## src/rtl/ch0re_mem_arbiter.sv

```systemverilog
// Shares one memory port between instruction fetch and data accesses.
// Data wins by default; a starvation counter forces fetch progress; flush drops in-flight fetches.
`timescale 1ns/1ps
module ch0re_mem_arbiter #(
    parameter int unsigned ADDR_W       = 64,
    parameter int unsigned DATA_W       = 64,
    parameter int unsigned STARVE_LIMIT = 4,
    localparam int unsigned BE_W        = DATA_W / 8
) (
    input  logic              clk,
    input  logic              rst_n,
    input  logic              i_if_req,
    input  logic [ADDR_W-1:0] i_if_addr,
    output logic              o_if_gnt,
    output logic              o_if_rvalid,
    output logic [DATA_W-1:0] o_if_rdata,
    input  logic              i_flush,
    input  logic              i_d_req,
    input  logic              i_d_we,
    input  logic [BE_W-1:0]   i_d_be,
    input  logic [ADDR_W-1:0] i_d_addr,
    input  logic [DATA_W-1:0] i_d_wdata,
    output logic              o_d_gnt,
    output logic              o_d_rvalid,
    output logic [DATA_W-1:0] o_d_rdata,
    output logic              o_m_req,
    output logic              o_m_we,
    output logic [BE_W-1:0]   o_m_be,
    output logic [ADDR_W-1:0] o_m_addr,
    output logic [DATA_W-1:0] o_m_wdata,
    input  logic              i_m_gnt,
    input  logic              i_m_rvalid,
    input  logic [DATA_W-1:0] i_m_rdata,
    output logic              o_busy
);

    localparam int unsigned      CNT_W   = $clog2(STARVE_LIMIT + 1);
    localparam logic [CNT_W-1:0] CNT_MAX = CNT_W'(STARVE_LIMIT);

    typedef enum logic [1:0] {IDLE, HOLD, WAIT} state_t;

    state_t            state_q, state_d;
    logic              sel_q, sel_d;      // 1 = fetch owns the transaction
    logic              drop_q, drop_d;
    logic [CNT_W-1:0]  cnt_q, cnt_d;
    logic              we_q, we_d;
    logic [BE_W-1:0]   be_q, be_d;
    logic [ADDR_W-1:0] addr_q, addr_d;
    logic [DATA_W-1:0] wdata_q, wdata_d;

    logic if_elig, pick_i;
    logic gnt_i, gnt_d, rv_i, rv_d;
    logic kill_if;

    always_ff @(posedge clk or negedge rst_n) begin
        if (!rst_n) begin
            state_q <= IDLE;
            sel_q   <= 1'b0;
            drop_q  <= 1'b0;
            cnt_q   <= '0;
            we_q    <= 1'b0;
            be_q    <= '0;
            addr_q  <= '0;
            wdata_q <= '0;
        end else begin
            state_q <= state_d;
            sel_q   <= sel_d;
            drop_q  <= drop_d;
            cnt_q   <= cnt_d;
            we_q    <= we_d;
            be_q    <= be_d;
            addr_q  <= addr_d;
            wdata_q <= wdata_d;
        end
    end

    // Arbitration, memory-side drive and next-state selection
    always_comb begin
        state_d   = state_q;
        sel_d     = sel_q;
        drop_d    = drop_q;
        cnt_d     = cnt_q;
        we_d      = we_q;
        be_d      = be_q;
        addr_d    = addr_q;
        wdata_d   = wdata_q;
        gnt_i     = 1'b0;
        gnt_d     = 1'b0;
        rv_i      = 1'b0;
        rv_d      = 1'b0;
        o_m_req   = 1'b0;
        o_m_we    = 1'b0;
        o_m_be    = '0;
        o_m_addr  = '0;
        o_m_wdata = '0;
        if_elig   = i_if_req && !i_flush;
        pick_i    = if_elig && ((cnt_q == CNT_MAX) || !i_d_req);

        if (rst_n) begin
            if (state_q != IDLE && sel_q && i_flush) begin
                drop_d = 1'b1;
            end
            unique case (state_q)
                IDLE: begin
                    if (i_d_req || if_elig) begin
                        o_m_req = 1'b1;
                        if (pick_i) begin
                            o_m_be   = '1;
                            o_m_addr = i_if_addr;
                        end else begin
                            o_m_we    = i_d_we;
                            o_m_be    = i_d_be;
                            o_m_addr  = i_d_addr;
                            o_m_wdata = i_d_wdata;
                        end
                        sel_d   = pick_i;
                        we_d    = o_m_we;
                        be_d    = o_m_be;
                        addr_d  = o_m_addr;
                        wdata_d = o_m_wdata;
                        if (i_m_gnt) begin
                            gnt_i   = pick_i;
                            gnt_d   = !pick_i;
                            state_d = WAIT;
                        end else begin
                            state_d = HOLD;
                        end
                    end
                end
                HOLD: begin
                    o_m_req   = 1'b1;
                    o_m_we    = we_q;
                    o_m_be    = be_q;
                    o_m_addr  = addr_q;
                    o_m_wdata = wdata_q;
                    if (i_m_gnt) begin
                        gnt_i   = sel_q;
                        gnt_d   = !sel_q;
                        state_d = WAIT;
                    end
                end
                WAIT: begin
                    if (i_m_rvalid) begin
                        rv_i    = sel_q;
                        rv_d    = !sel_q;
                        drop_d  = 1'b0;
                        state_d = IDLE;
                    end
                end
                default: state_d = IDLE;
            endcase

            // Count data grants that made a waiting fetch lose
            if (gnt_d && i_if_req) begin
                if (cnt_q != CNT_MAX) begin
                    cnt_d = cnt_q + CNT_W'(1);
                end
            end else if (gnt_i) begin
                cnt_d = '0;
            end
        end
    end

    assign kill_if     = drop_q || i_flush;
    assign o_if_gnt    = gnt_i && !kill_if;
    assign o_if_rvalid = rv_i && !kill_if;
    assign o_d_gnt     = gnt_d;
    assign o_d_rvalid  = rv_d;
    assign o_if_rdata  = rst_n ? i_m_rdata : '0;
    assign o_d_rdata   = rst_n ? i_m_rdata : '0;
    assign o_busy      = (state_q != IDLE);

endmodule
```

## config.mk

```make
export PLATFORM = sky130hd
export DESIGN_NAME = ch0re_mem_arbiter
export DESIGN_NICKNAME = d
export VERILOG_FILES = /design/src/rtl/ch0re_mem_arbiter.sv
export SDC_FILE = /design/constraint.sdc
export NUM_CORES = 1
export LEC_CHECK = 0
export BUFFER_PORTS_ARGS = -buffer_cell sky130_fd_sc_hd__buf_2
export CORE_AREA = 4 4 212 214
export CTS_CLUSTER_SIZE = 25
export DETAILED_ROUTE_END_ITERATION = 8
export DIE_AREA = 0 0 216 218
export MAX_ROUTING_LAYER = met4
export SYNTH_ARGS = -nofsm -noshare
export SYNTH_HDL_FRONTEND = slang
export SYNTH_SLANG_ARGS = --single-unit
```

## constraint.sdc

```tcl
create_clock -name clk -period 2.8 [get_ports clk]
set_clock_uncertainty 0.05 [all_clocks]
set_input_delay 0.56 -clock clk [delete_from_list [all_inputs] [get_ports clk]]
set_output_delay 0.56 -clock clk [all_outputs]
set_load 0.03 [all_outputs]
```

==> impl_metrics.csv, run 1 <==
group,metric,value,unit
grt,antenna_found_initial,3,
die,dieWidth,216,um
cts,cts-root-buf,"clkbuf_16",
pwr,swShare,0.401,
grt,grt_max_degree,150,
pwr,p_switching,4250,uW
synth,synth-seq-cells,144,
synth,synth_compound_area_frac,0.258,
place,dpl.hpwl,28100,um
die,fp.dieH,218,um
die,num_io_pins,543,
timing,fin_crit_sh,1.06,
cts,numCtsBuffers,17,
synth,synth_edf_count,0,
synth,yosysTopAreaCell,"dfrtp_1",
synth,netlist-cell-type-count,41,
drt,drtIter0Drc,719,
synth,netlist_area,0.00987,mm2
cts,htreeDepth,4,
synth,ys_seq_area_frac,0.365,
timing,max_freq,338,MHz
pwr,clkPwrFrac,0.238,
pwr,p_total,10600,uW
outcome,violations,"setup timing",
drt,wire_per_inst,17.7,um
synth,synth_flop_cell,"dfrtp_1",
outcome,status,"complete, but fails checks",
synth,yosysTopAreaCellShare,0.365,
critical_path,path_max_fanout,8,
grt,grt_pass1_vias,11089,
cts,cts.sinks,144,
die,die_area,0.0471,mm2
cells_and_area,fillers,4413,
critical_path,reg2reg_from,"cnt_q[1]$_DFFE_PN0P_",
critical_path,end_kind,"output pin",
timing,rsz0062_at_grt,"yes",
pwr,vdd_ir_drop_max,0.000464,V
drt,ant_nets,0,
critical_path,worstPathRequired,2190,ps
timing,setup_viol,119,
drt,drc,0,
cts,clkLatencyLatePin,440,ps
die,num_rows,76,
critical_path,crit_type,"flip-flop to output pin",
die,fp.coreArea,0.0429,mm2
cts,cts.clk_slew.worst_paths,70,ps
cts,cts_tree,"done",
critical_path,critPathLaunchType,"flip-flop",
pwr,seqPwrFrac,0.313,
drt,drtPass1Iterations,5,
synth,synthMuxAreaShare,0,
timing,slew_violations,0,
synth,postSynthAreaPerCell,7.33,um2
synth,yosys.area_share.simple,0.264,
cells_and_area,drive_gt1_frac,0.472,
cells_and_area,area_growth_syn_to_layout,59.2,%
pwr,p_per_area,674,mW/mm2
synth,syn_nets,1620,
drt,wl,43000,um
synth,synthArstFlopShare,1.00,
synth,synth_top_family_by_area,"simple AND/OR/NAND/NOR gates",
cells_and_area,final_cells,2425,
timing,timing.slew.headroom,0.502,
critical_path,cp.arrival,2350,ps
timing,hold_violations,0,
place,dp.cells,2333,
worst_hold_path,hold_path.class,"input pin to async pin",
drt,vias_per_cell,4.76,
synth,synth_fa_ha_area_frac,0.00254,
die,initial_core_util,0.230,
timing,finalCriticalPeriod,2960,ps
pwr,leakage,0.00752,uW
grt,grt_usage,0.170,
cells_and_area,fin_nets,2097,
critical_path,rr_endpoint,"wdata_q[47]$_DFFE_PN0P_",
synth,synthTopCellsByArea,"dfrtp_1, nand2_1, a21oi_1, o21ai_1, buf_4",
place,portBuffers,542,
grt,grt_pass1_wl,62500,um
timing,tightest_slew,744,ps
grt,overflow,0,
critical_path,reg2reg_depth,10,
cts,clock_path_buffers,2,
synth,synthCells,1346,
run,maxCapViolations,0,
pwr,internal-power,6350,uW
critical_path,rrSetupSlack,550,ps
drt,dr_total_vias,11540,
place,place_congestion,0.898,
synth,synthXorXnorAreaFrac,0,
pwr,comb_power_share,0.448,
synth,ys_warn_count,0,
timing,fin_ws,-157,ps
cells_and_area,fin_util,0.366,
synth_stat cells (2+ instances only):
cell type and count:
a2111oi_0 2, a21boi_0 5, a21boi_1 60, a21oi_1 139
a22oi_1 67, and2_1 65, and3_1 65, buf_1 2
buf_2 34, buf_4 78, buf_6 2, clkbuf_1 74
clkbuf_2 2, dfrtp_1 144, ha_1 2, inv_1 4
nand2_1 213, nand2b_1 2, nand3b_1 3, nor2_1 145
nor2b_1 4, nor3_1 65, nor3b_1 2, o21ai_0 15
o21ai_1 136
worst max-delay path by stage:
| stage | from | end | slack (ps) | depth (start not counted) |
|---|---|---|---|---|
| after floorplan | cnt_q[0]$_DFFE_PN0P_ | o_if_gnt | 70 | 6 |
| after global placement | i_d_req | o_m_addr[15] | 90 | 7 |
| after detailed placement | i_d_req | o_m_addr[24] | 70 | 7 |
| after CTS | cnt_q[1]$_DFFE_PN0P_ | o_m_wdata[43] | -180 | 11 |
| after global routing | cnt_q[1]$_DFFE_PN0P_ | o_m_addr[8] | -260 | 9 |
| final | cnt_q[1]$_DFFE_PN0P_ | o_m_addr[17] | -160 | 9 |
power groups by stage:
stage                     clock (uW)  sequential (uW)  combinational [uW]
after floorplan                    0             3180                2580
after detailed placement           0             3280                3700
after global placement             0             3260                3640
after global routing            2700             3420                5150
final                           2520             3320                4750
after CTS                       2610             3270                4320
registers in the layout, summed over array words and instances (netlist names):
register,count
addr_q,64
wdata_q,64
be_q,8
cnt_q,3
state_q,2
drop_q,1
sel_q,1
we_q,1
logic make-up after synthesis:
logic type	Yosys count
and+or+nand+nor	570
AOI/OAI and AO/OA	433
buffers and inverters	197
DFF	144
adders and majority gates	2
area by class of cell:
class	count	area, um2	area share
clock buffers	18	439	0.0280
repair buffers	648	4570	0.291
diodes	4	10.0	0.000637
multi-input cells	1007	6130	0.390
inverters	5	18.8	0.00119
clock inverters	14	203	0.0129
flip-flops and latches	144	3600	0.229
well taps	585	732	0.0466
what timing repair did:
item,in CTS,in global routing
setup endpoints to repair,138,138
gates cloned,11,8
resized for setup,228,181
hold endpoints to repair,9,0
hold buffers,1,0
setup buffers,18,20
pin swaps,59,125
stage by stage:
step	setup slack, ps	setup TNS (ps)	hold WS [ps]	cell area (um2)
detailed placement	70.7	0	379	12900
CTS	-176	-11980	157	14700
global route	-258	-22940	174	15700
floorplan	74.3	0	214	9870
finish	-157	-8850	167	15700
global placement	91.0	0	378	12900
placed cells by master, fill, tap and decap left out, types with 24 or more instances in the layout:
master / netlist / layout
and3_1: 65 / 41
a22oi_2: 0 / 43
buf_2: 34 / 405
a22oi_1: 67 / 24
nand2_1: 213 / 212
o21ai_1: 136 / 118
buf_6: 2 / 26
nor3_1: 65 / 65
a21oi_1: 139 / 126
and2_1: 65 / 64
and3_4: 0 / 24
buf_4: 78 / 169
dfrtp_1: 144 / 143
nor2_1: 145 / 137
buf_12: 0 / 24
a21boi_2: 0 / 39
worst max-delay path, cell delays in order, from the launching register on:
cell and delay, ps:
dfrtp_1 400, inv_2 80, ha_4 170, a21bo_4 300, buf_4 180, clkbuf_16 140
and3_1 190, o21ai_1 90, a21oi_1 150, buf_4 190
metal layers:
metal  vias up  routed length [um]  GRT usage
met4         0                1120     0.0580
met2       493               19500      0.257
met3        72                3240     0.0442
met5         -                   0          -
li1       5526                   -          -
met1      5449               19100      0.223
Power figures use the tool's default switching activity.
==> run 2: changes to the inputs <==
BUFFER_PORTS_ARGS = not set   (was -buffer_cell sky130_fd_sc_hd__buf_2)
CAP_MARGIN = 15   (was not set)
CORE_AREA = 4 4 207 209   (was 4 4 212 214)
DIE_AREA = 0 0 211 213   (was 0 0 216 218)
DONT_BUFFER_PORTS = 1   (was not set)
==> impl_metrics.csv, run 2 (synthesis results as in run 1) <==
group,metric,value,unit
die,initial_core_util,0.242,
cells_and_area,final_cells,1974,
cts,cts_tree,"done",
cells_and_area,final_common_cell,"nand2_1",
cells_and_area,fin_util,0.338,
grt,grt_usage,0.167,
critical_path,path_max_fanout,281,
grt,grt_pass1_wl,56700,um
cells_and_area,drive_gt1_frac,0.325,
timing,setup_viol,133,
critical_path,critPathTopFamily,"simple AND/OR/NAND/NOR gates",
pwr,seqPwrFrac,0.320,
critical_path,critPathLaunchType,"input pin",
cts,cts.clk_slew.worst_paths,70,ps
timing,hold_ws,-237,ps
cells_and_area,area_growth_syn_to_layout,40.0,%
critical_path,cp.arrival,2390,ps
place,pre_cts_slack,19.0,ps
drt,wire_per_inst,21.8,um
pwr,vdd_ir_drop_max,0.000431,V
pwr,clkPwrFrac,0.245,
die,fp.coreArea,0.0408,mm2
timing,timing.slew.headroom,0.189,
die,num_io_pins,543,
critical_path,path_buf_inv,2,
place,dp.cells,1864,
drt,drtIter0Drc,961,
drt,drtPass1Iterations,5,
timing,slew_violations,0,
run,maxCapViolations,0,
critical_path,crit_chain,"nand2b_4, buf_12, a21oi_1, buf_4",
drt,ant_nets,0,
timing,fin_ws,-202,ps
critical_path,crit_start,"rst_n",
critical_path,crit_slowest_cell,"nand2b_4",
pwr,p_switching,4150,uW
cells_and_area,fin_nets,1700,
die,num_rows,74,
timing,tightest_slew,1220,ps
cts,numCtsBuffers,17,
critical_path,reg2reg_from,"state_q[1]$_DFFE_PN0P_",
die,dieWidth,211,um
critical_path,end_kind,"output pin",
drt,drc,0,
drt,vias_per_cell,5.26,
grt,grt_pass1_vias,9479,
pwr,swShare,0.402,
cells_and_area,layout_common_cells,"nand2_1, buf_4, nor2_1, dfrtp_1, a21oi_1",
critical_path,rrSetupSlack,720,ps
cts,cts.sinks,144,
die,die_area,0.0449,mm2
pwr,leakage,0.00593,uW
timing,hold_violations,90,
cts,clock_path_buffers,2,
cells_and_area,final_area,0.0138,mm2
grt,antenna_found_initial,4,
place,placed_area,0.0110,mm2
place,portBuffers,0,
worst_hold_path,hold_path.class,"input pin to async pin",
grt,overflow,0,
timing,max_freq,333,MHz
place,place_congestion,0.897,
critical_path,slowest_delay,740,ps
cells_and_area,fillers,4143,
critical_path,worstPathRequired,2190,ps
place,dpl.hpwl,25900,um
drt,dr_total_vias,10389,
cells_and_area,reg.largest.list,"addr_q (64), wdata_q (64), be_q (8)",
cts,htreeDepth,4,
timing,fin_crit_sh,1.07,
outcome,violations,"hold timing, setup timing",
timing,finalCriticalPeriod,3000,ps
pwr,internal-power,6160,uW
timing,rsz0062_at_grt,"yes",
critical_path,crit_type,"input pin to output pin",
cts,cts-root-buf,"clkbuf_16",
pwr,comb_power_share,0.435,
die,fp.dieH,213,um
cts,clkLatencyLatePin,440,ps
grt,grt_max_degree,282,
pwr,p_per_area,746,mW/mm2
drt,wl,43000,um
outcome,status,"complete, but fails checks",
## run 2: cell types whose count changed in the layout (fill, tap and decap cells not counted), moves of 7 or more
cell / before / now
o21ai_2: 22 / 34
a21boi_4: 19 / 36
a22oi_1: 24 / 62
a21boi_2: 39 / 25
nor2_2: 8 / 0
buf_2: 405 / 1
o21ai_1: 118 / 103
and3_4: 24 / 45
a22oi_2: 43 / 5
and3_1: 41 / 20
a21oi_2: 12 / 20
a21oi_1: 126 / 118
nor2_1: 137 / 144
## run 2: worst paths after layout
| kind | to | cells past startpoint |
|---|---|---|
| max | o_m_addr[34] | 4 |
| max reg2reg | cnt_q[1]$_DFFE_PN0P_ | 5 |
| min reg2reg | wdata_q[56]$_DFFE_PN0P_ | 2 |
| min in group clk | wdata_q[27]$_DFFE_PN0P_ | 2 |
| max in group asynchronous | wdata_q[47]$_DFFE_PN0P_ | 0 |
| min | wdata_q[54]$_DFFE_PN0P_ | 0 |
## run 2: routing by layer
metal  global-route usage  vias up  wire length [um]
met3               0.0666       82              4350
met5                    -        -                 0
met2                0.241      531             19500
met1                0.216     5048             18100
met4               0.0483        0              1020
li1                     -     4728                 -
## run 2: worst reg2reg max path: cells and delay by family (launching register included)
kind	cells	cell delay [ps]
AO/OA/AOI/OAI	3	930
buffers and inverters	1	190
flip-flops	1	420
AND/OR/NAND/NOR	1	410
## run 2: final cells by class
class                      instances  area [um2]  share of cell area
antenna                            4        10.0            0.000724
inverter                           5        18.8             0.00136
clock buffer                      18         439              0.0318
sequential                       144        3600               0.261
tap                              532         666              0.0482
clock inverter                    13         186              0.0135
timing repair buffer             248        2610               0.189
multi-input combinational       1010        6280               0.455
## run 2: timing repair
| item | in CTS | in global routing |
|---|---|---|
| hold endpoints to repair | 144 | 144 |
| resized for setup | 75 | 196 |
| setup buffers | 17 | 36 |
| pin swaps | 22 | 141 |
| endpoints found under the setup margin | 137 | 138 |
| gates cloned | 11 | 17 |
## run 2: stage by stage
stage / power (uW) / hold slack (ps) / setup TNS (ps)
floorplan: 5760 / 214 / 0
global placement: 6620 / 221 / 0
detailed placement: 6710 / 221 / 0
CTS: 9750 / -272 / -11860
global route: 10900 / -281 / -19640
finish: 10300 / -237 / -14300
## run 2: power groups by stage
stage | combinational (uW) | clock [uW] | sequential [uW]
6_report | 4480 | 2530 | 3300
5_1_grt | 4820 | 2710 | 3390
4_1_cts | 3860 | 2620 | 3280
3_5_place_dp | 3420 | 0 | 3290
3_3_place_gp | 3360 | 0 | 3260
2_1_floorplan | 2580 | 0 | 3180
